$ cat src/rtl/seq_alu.sv
// Sequential 32-bit ALU: single-cycle logic/arith ops, iterative 1-bit-per-cycle shifts.
// Optional iterative shift-add multiplier on opcode 1010 when SEQ_ALU_MUL_EN is defined.
module seq_alu (
  input  logic        clk,
  input  logic        reset,
  input  logic        in_valid,
  output logic        in_ready,
  input  logic [3:0]  aluop,
  input  logic [31:0] a,
  input  logic [31:0] b,
  output logic        out_valid,
  input  logic        out_ready,
  output logic [31:0] result,
  output logic        zero
);

  localparam logic [3:0] OP_AND = 4'b0000;
  localparam logic [3:0] OP_OR  = 4'b0001;
  localparam logic [3:0] OP_ADD = 4'b0010;
  localparam logic [3:0] OP_SUB = 4'b0110;
  localparam logic [3:0] OP_SLT = 4'b0111;
  localparam logic [3:0] OP_NOR = 4'b1100;
  localparam logic [3:0] OP_SLL = 4'b1000;
  localparam logic [3:0] OP_SRL = 4'b1001;
`ifdef SEQ_ALU_MUL_EN
  localparam logic [3:0] OP_MUL = 4'b1010;
`endif

  typedef enum logic [1:0] {IDLE, EXEC, DONE} state_t;

  state_t      state, state_next;
  logic [3:0]  op_r;
  logic [5:0]  cnt;
  logic [31:0] alu_now;
  logic        is_mul;
  logic        multi;
`ifdef SEQ_ALU_MUL_EN
  logic [31:0] mcand, mplier;
`endif

  assign in_ready  = (state == IDLE);
  assign out_valid = (state == DONE);
  assign zero      = (result == '0);

  // Result loaded at accept; shifts start from a and mutate result in EXEC.
  always_comb begin
    alu_now = '0;
    is_mul  = 1'b0;
    case (aluop)
      OP_AND:  alu_now = a & b;
      OP_OR:   alu_now = a | b;
      OP_ADD:  alu_now = a + b;
      OP_SUB:  alu_now = a - b;
      OP_SLT:  alu_now = ($signed(a) < $signed(b)) ? 32'd1 : 32'd0;
      OP_NOR:  alu_now = ~(a | b);
      OP_SLL:  alu_now = a;
      OP_SRL:  alu_now = a;
`ifdef SEQ_ALU_MUL_EN
      OP_MUL:  is_mul  = 1'b1;
`endif
      default: alu_now = '0;
    endcase
    multi = is_mul || (((aluop == OP_SLL) || (aluop == OP_SRL)) && (b[4:0] != 5'd0));
  end

  always_ff @(posedge clk or posedge reset) begin
    if (reset) state <= IDLE;
    else       state <= state_next;
  end

  always_comb begin
    state_next = state;
    case (state)
      IDLE:    if (in_valid) state_next = multi ? EXEC : DONE;
      EXEC:    if (cnt == 6'd1) state_next = DONE;
      DONE:    if (out_ready) state_next = IDLE;
      default: state_next = IDLE;
    endcase
  end

  always_ff @(posedge clk or posedge reset) begin
    if (reset) begin
      result <= '0;
      op_r   <= '0;
      cnt    <= '0;
`ifdef SEQ_ALU_MUL_EN
      mcand  <= '0;
      mplier <= '0;
`endif
    end else begin
      case (state)
        IDLE: if (in_valid) begin
          op_r   <= aluop;
          result <= alu_now;
          cnt    <= is_mul ? 6'd32 : {1'b0, b[4:0]};
`ifdef SEQ_ALU_MUL_EN
          mcand  <= a;
          mplier <= b;
`endif
        end
        EXEC: begin
          cnt <= cnt - 6'd1;
          case (op_r)
            OP_SLL: result <= result << 1;
            OP_SRL: result <= result >> 1;
`ifdef SEQ_ALU_MUL_EN
            OP_MUL: begin
              if (mplier[0]) result <= result + mcand;
              mcand  <= mcand << 1;
              mplier <= mplier >> 1;
            end
`endif
            default: result <= result;
          endcase
        end
        default: result <= result;
      endcase
    end
  end

endmodule

$ cat config.mk
export PLATFORM = sky130hd
export DESIGN_NAME = seq_alu
export DESIGN_NICKNAME = d
export VERILOG_FILES = /design/src/rtl/seq_alu.sv
export SDC_FILE = /design/constraint.sdc
export NUM_CORES = 1
export LEC_CHECK = 0
export CORE_MARGIN = 1.5
export CORE_UTILIZATION = 36
export CTS_BUF_LIST = sky130_fd_sc_hd__clkbuf_4 sky130_fd_sc_hd__clkbuf_8
export CTS_CLUSTER_DIAMETER = 150
export CTS_CLUSTER_SIZE = 25
export DETAILED_ROUTE_END_ITERATION = 8
export GPL_TIMING_DRIVEN = 0
export HOLD_SLACK_MARGIN = 0.12
export PLACE_DENSITY = 0.59
export SYNTH_ARGS = -nofsm -noshare
export SYNTH_HDL_FRONTEND = slang
export SYNTH_SLANG_ARGS = --single-unit
$ cat constraint.sdc
create_clock -name clk -period 4 [get_ports clk]
set_clock_uncertainty 0.1 [all_clocks]
set_input_delay 0.8 -clock clk [delete_from_list [all_inputs] [get_ports clk]]
set_output_delay 0.8 -clock clk [all_outputs]
set_load 0.01 [all_outputs]
Yosys cells after proc, flatten, opt, wreduce, memory -nomap -nowiden
Index checks and enable logic that the tools add are counted.
W data, S select, Z words.
{"block": "totals", "ff_bits": 44, "in_bits": 72, "out_inout_bits": 35}
{"block": "op_classes", "add_sub_neg": 3, "n_lt_le_gt_ge": 1, "eq_ne": 16, "n_mux": 12, "bitwise": 3, "n_reduce_logical": 12}
{"cell": "$pmux W32 S7", "n": 1}
{"cell": "$pmux W32 S2", "n": 2}
{"cell": "$add A32 B32 Y32", "n": 1}
{"cell": "$and A32 B32 Y32", "n": 1}
{"cell": "$logic_not A32 Y1", "n": 1}
{"cell": "$lt A32 B32 Y1", "n": 1}
{"cell": "$mux W32", "n": 1}
{"cell": "$not A32 Y32", "n": 1}
{"cell": "$or A32 B32 Y32", "n": 1}
{"cell": "$sub A32 B32 Y32", "n": 1}
{"cell": "$eq A4 B4 Y1 const B", "n": 5}
{"cell": "$pmux W6 S2", "n": 1}
{"cell": "$eq A4 B3 Y1 const B", "n": 2}
{"cell": "$mux W2", "n": 4}
{"cell": "$eq A6 B1 Y1 const B", "n": 1}
{"cell": "$mux W6", "n": 1}
{"cell": "$pmux W2 S3", "n": 1}
{"cell": "$reduce_and A3 Y1", "n": 2}
{"cell": "$sub A6 B1 Y6 const B", "n": 1}
{"cell": "$reduce_bool A5 Y1", "n": 1}
{"cell": "$eq A4 B1 Y1 const B", "n": 1}
{"cell": "$eq A4 B2 Y1 const B", "n": 1}
{"cell": "$logic_not A4 Y1", "n": 1}
{"cell": "$ne A2 B2 Y1 const B", "n": 2}
{"cell": "other kinds (11)", "n": 12}

Depth between registers and ports, before layout
{"block": "logic_depth", "word_depth": 6, "mapped_depth": 14, "mapped_depth_nobuf": 14}

Worst setup path after synthesis
Ideal clock, no wire load.
{"block": "synth_path", "path_type": "input -> register", "startpoint": "in a[0]", "endpoint": "reg result[30]", "arrival_time_ns": 3.482, "t_required_ns": 3.771, "path_slack_ns": 0.289, "path_stages": 14, "path_buffers": 0, "path_cell_list": "inv_1 > ha_1 > inv_1 > fa_1 > nor2b_1 > o311ai_1 > a2bb2oi_1 > a211o_1 > a31o_4 > a41oi_4 > o41ai_1 > mux2i_1 > a31oi_1 > a2111o_1"}
{"block": "synth_via", "elab_chain_len": 4}
{"item": "from (decl)", "line": "9", "rtl": "input logic [31:0] a,"}
{"item": "$sub A32 B32 Y32 / $add A32 B32 Y32 (equally long branches)", "line": "53, 52"}
{"item": "$pmux W32 S7 (*)", "line": "49", "rtl": "case (aluop)"}
{"item": "$mux W32 (*)", "line": "92", "rtl": "IDLE: if (in_valid) begin"}
{"item": "$pmux W32 S2 (*)", "line": "91", "rtl": "case (state)"}
{"item": "to (signal assigned)", "line": "94", "rtl": "result <= alu_now;"}
{"item": "to (signal assigned)", "line": "104", "rtl": "OP_SLL: result <= result << 1;"}
{"item": "to (signal assigned)", "line": "105", "rtl": "OP_SRL: result <= result >> 1;"}
{"item": "to (decl)", "line": "13", "rtl": "output logic [31:0] result,"}
Every way passes the cells marked *; elsewhere a longest branch is shown, timed or not. The select of a mux whose other input is x is not followed.
A chain may end at the register's enable or synchronous reset.

Worst setup path after layout
{"block": "layout_path", "startpoint": "in aluop[0]", "endpoint": "reg result[7]"}
{"block": "layout_via", "elab_chain_len": 5}
{"item": "from (decl)", "line": "8", "rtl": "input logic [3:0] aluop,"}
{"item": "$eq A4 B4 Y1", "line": "49"}
{"item": "$reduce_or A2 Y1 (no source line)"}
{"item": "$pmux W32 S7 (*)", "line": "49"}
{"item": "$mux W32 (*)", "line": "92"}
{"item": "$pmux W32 S2 (*)", "line": "91"}
Marked as above.

==> flow_summary_export.csv <==
group,metric,value,unit
yosys,synth_area,7590,um^2
hold_path,hold_path_class,"reg -> reg",
setup_path,startpoint_type,"input pin",
routing,vias_per_cell,6.03,
hold_path,hold_start,"op_r[3]",
yosys,synth_edf_count,0,
power,power_switching,1.50,mW
yosys,synth_ff_type,"dfrtp_1",
power,p_per_area,328,nW/um^2
setup_path,worstPathArrival,4.05,ns
final_layout,postLayoutCoreUtil,47.2,%
setup_path,cp-end-kind,"register",
die,io_pins,107,
routing,drt_iter0_drc,775,
setup_path,endpoint,"result[7]",
timing,fin_setup_tns,0,ns
placed_design,dp_cells,1425,
power,power.share.clock,9.4,%
routing,drc_errors,0,
placed_design,io_buffers,105,
die,initial_core_util,37.2,%
placed_design,hpwl,23000,um
cts,numCtsBuffers,5,
final_layout,drive_above_1_share,10.9,%
timing,fmax,0.256,GHz
setup_path,cp.required,4.14,ns
placed_design,pre_cts_ws,-0.789,ns
die,die_y,148,um
routing,vias,8726,
yosys,synth_seq_area_share,14.5,%
die,coreArea,20400,um^2
setup_path,critPathLaunch,"aluop[0]",
job,maxCapViolCount,0,
die,rows,52,
grt,grt_pass1_wl,45700,um
routing,dr.pass1.iters,5,
timing,worst_slew_pin_slew,0.938,ns
grt,grt_max_degree,33,
grt,grt-ovfl-total,0,
cts,root_buffer,"clkbuf_8",
timing,fin_crit,3.91,ns
grt,grt.total_usage,26.6,%
timing,setup_viol,0,
timing,hold_viol,0,
power,ir_drop,0.000147,V
setup_path,ff2ff_path_depth,9,
timing,maxSlewViolCount,0,
cts,cts_tree,"yes",
yosys,syn_avg_cell_area,7.24,um^2
status,outcome,"complete, no violations",
setup_path,crit_fanout,10,
cts,clkSinkCount,44,
routing,routed_wl,29500,um
routing,drt-wirelength-per-cell,20.4,um
setup_path,r2r-start,"state[0]",
timing,hold_ws,0.391,ns
yosys,synth_nets,1224,
yosys,synthCells,1049,
grt,grt_pass1_vias,8187,
setup_path,regToRegEndpoint,"result[29]",
routing,drtAntennaViolNets,0,
final_layout,nets,1352,
yosys,async_flop_share,100,%
power,power_frac_seq,28.0,%
timing,max_slew_margin,37.5,%
setup_path,critPathKind,"in -> reg",
cts,clk_pin_slew_worst_paths,0.08,ns
power,p_leak,4.17,nW
final_layout,antenna_cells,0,
setup_path,r2r_slack,0.80,ns
timing,period_share,97.8,%
placed_design,gp_congestion,0.946,
cts,cts_max_level,2,
power,internal-power,1.65,mW
yosys,yosys_warnings,0,
cts,clk_path_buf_depth,2,
cts,worst_skew_pair.late_latency,0.32,ns
die,die-area,22000,um^2
power,netSwitchingFraction,47.6,%
yosys,yosysUniqueCellTypes,85,
power,pwr-share-comb,62.6,%
grt,antenna_found_initial,0,
timing,worst_slack,0.0878,ns
final_layout,post_layout_nonfiller_instances,1448,
die,die_w,148,um
final_layout,syn_to_final_growth,26.9,%
yosys,ys_ff_latch,44,
-- flip-flops by register name, indices dropped and copies added, names as in the netlist --
register	cells
op_r	4
result	32
cnt	6
state	2
-- placed cells by master, fill, tap and decap left out, types with 14 or more instances in the layout --
cell type and n:
dfrtp_1 44, nor3_1 30, xnor2_1 14, nand2_1 97, a221o_1 26, o21ai_0 44, clkdlybuf4s50_1 86, dlymetal6s2s_1 15
nor2_1 84, a21oi_1 130, mux2i_1 17, inv_1 90, clkbuf_1 45, buf_4 20, o21bai_1 17, a221oi_1 23
ha_1 94
-- critical path, cell delays in order --
cell,delay [ns]
clkdlybuf4s50_1,0.48
clkbuf_1,0.25
nor4_2,0.59
clkbuf_1,0.72
clkbuf_2,0.51
a22oi_1,0.15
o2111ai_1,0.25
a21oi_1,0.12
o21ai_0,0.16
-- power groups by stage --
stage	sequential [mW]	combinational [mW]	clock (mW)
2_1_floorplan	0.873	1.06	0
3_3_place_gp	0.882	1.82	0
3_5_place_dp	0.885	1.84	0
4_1_cts	0.876	1.88	0.300
5_1_grt	0.919	2.15	0.310
6_report	0.886	1.98	0.296
-- metal layers --
layer / vias to the layer above / GRT usage, % / wire (um)
met1: 4153 / 37.0 / 13300
met2: 389 / 42.8 / 13100
met4: 0 / 8.61 / 892
met3: 55 / 3.16 / 2230
li1: 4129 / - / -
met5: - / 0 / 0
-- cells by family (layout without fill, tap and decap cells) --
kind of cell / Yosys count / count (layout) / share of synthesized area, %
compound gates: 404 / 404 / 37.4
xor+xnor: 17 / 17 / 1.96
fa+ha+maj: 103 / 103 / 17.2
buf+inv: 165 / 294 / 8.50
flops: 44 / 44 / 14.5
mux: 17 / 17 / 2.24
simple gates: 299 / 299 / 18.2
-- how the worst min path moves through the flow --
stage	end	slack, ns	depth (start not counted)
6_report	op_r[3]	0.39	2
3_5_place_dp	op_r[3]	0.36	2
3_3_place_gp	op_r[3]	0.36	2
5_1_grt	op_r[0]	0.43	2
2_1_floorplan	op_r[3]	0.34	2
4_1_cts	op_r[3]	0.39	2
-- Yosys cell counts, drive strengths merged, types with 4 or more instances --
cell | instances | share of area (%)
a21oi | 139 | 9.2
ha | 101 | 17
inv | 98 | 4.8
nand2 | 98 | 4.8
nor2 | 88 | 4.4
clkbuf | 54 | 2.7
o21ai | 50 | 3.3
dfrtp | 44 | 14
nor3 | 32 | 2.1
a221o | 27 | 3.6
a221oi | 25 | 3.0
mux2i | 17 | 2.2
o21bai | 17 | 1.7
nor4 | 15 | 1.2
o31ai | 14 | 1.4
xnor2 | 14 | 1.6
nor2b | 13 | 1.1
a31oi | 12 | 1.3
buf | 12 | 0.94
a22oi | 11 | 1.1
o22ai | 11 | 0.91
o221ai | 10 | 1.2
a21o | 9 | 0.89
nand2b | 9 | 0.74
nand3 | 9 | 0.59
o2111ai | 8 | 0.92
a211oi | 7 | 0.76
and2 | 7 | 0.58
o21a | 6 | 0.59
or2 | 6 | 0.49
a211o | 5 | 0.58
nand4 | 5 | 0.41
o211ai | 5 | 0.49
o41ai | 5 | 0.82
a21boi | 4 | 0.40
nor3b | 4 | 0.46
-- metrics by stage --
stage | total power, mW | instance area (um^2)
floorplan | 1.94 | 7590
global placement | 2.70 | 8980
detailed placement | 2.73 | 9000
CTS | 3.06 | 9280
global route | 3.38 | 9640
finish | 3.16 | 9640
-- cell type report --
class	count	area [um^2]
Buffer	62	273
Inverter	99	372
Fill cell	2122	10800
Clock inverter	2	10.0
Clock buffer	6	82.6
Multi-Input combinational cell	840	6210
Tap cell	270	338
Timing Repair Buffer	125	1250
Sequential cell	44	1100
-- timing repair --
| item | in CTS | in global routing |
|---|---|---|
| setup buffers | 9 | 10 |
| gates resized for setup | 30 | 84 |
| endpoints found under the setup margin | 22 | 18 |
| pin swaps | 8 | 25 |
| hold buffers | 0 | 0 |
No activity file was read; power rests on OpenSTA's default activity.
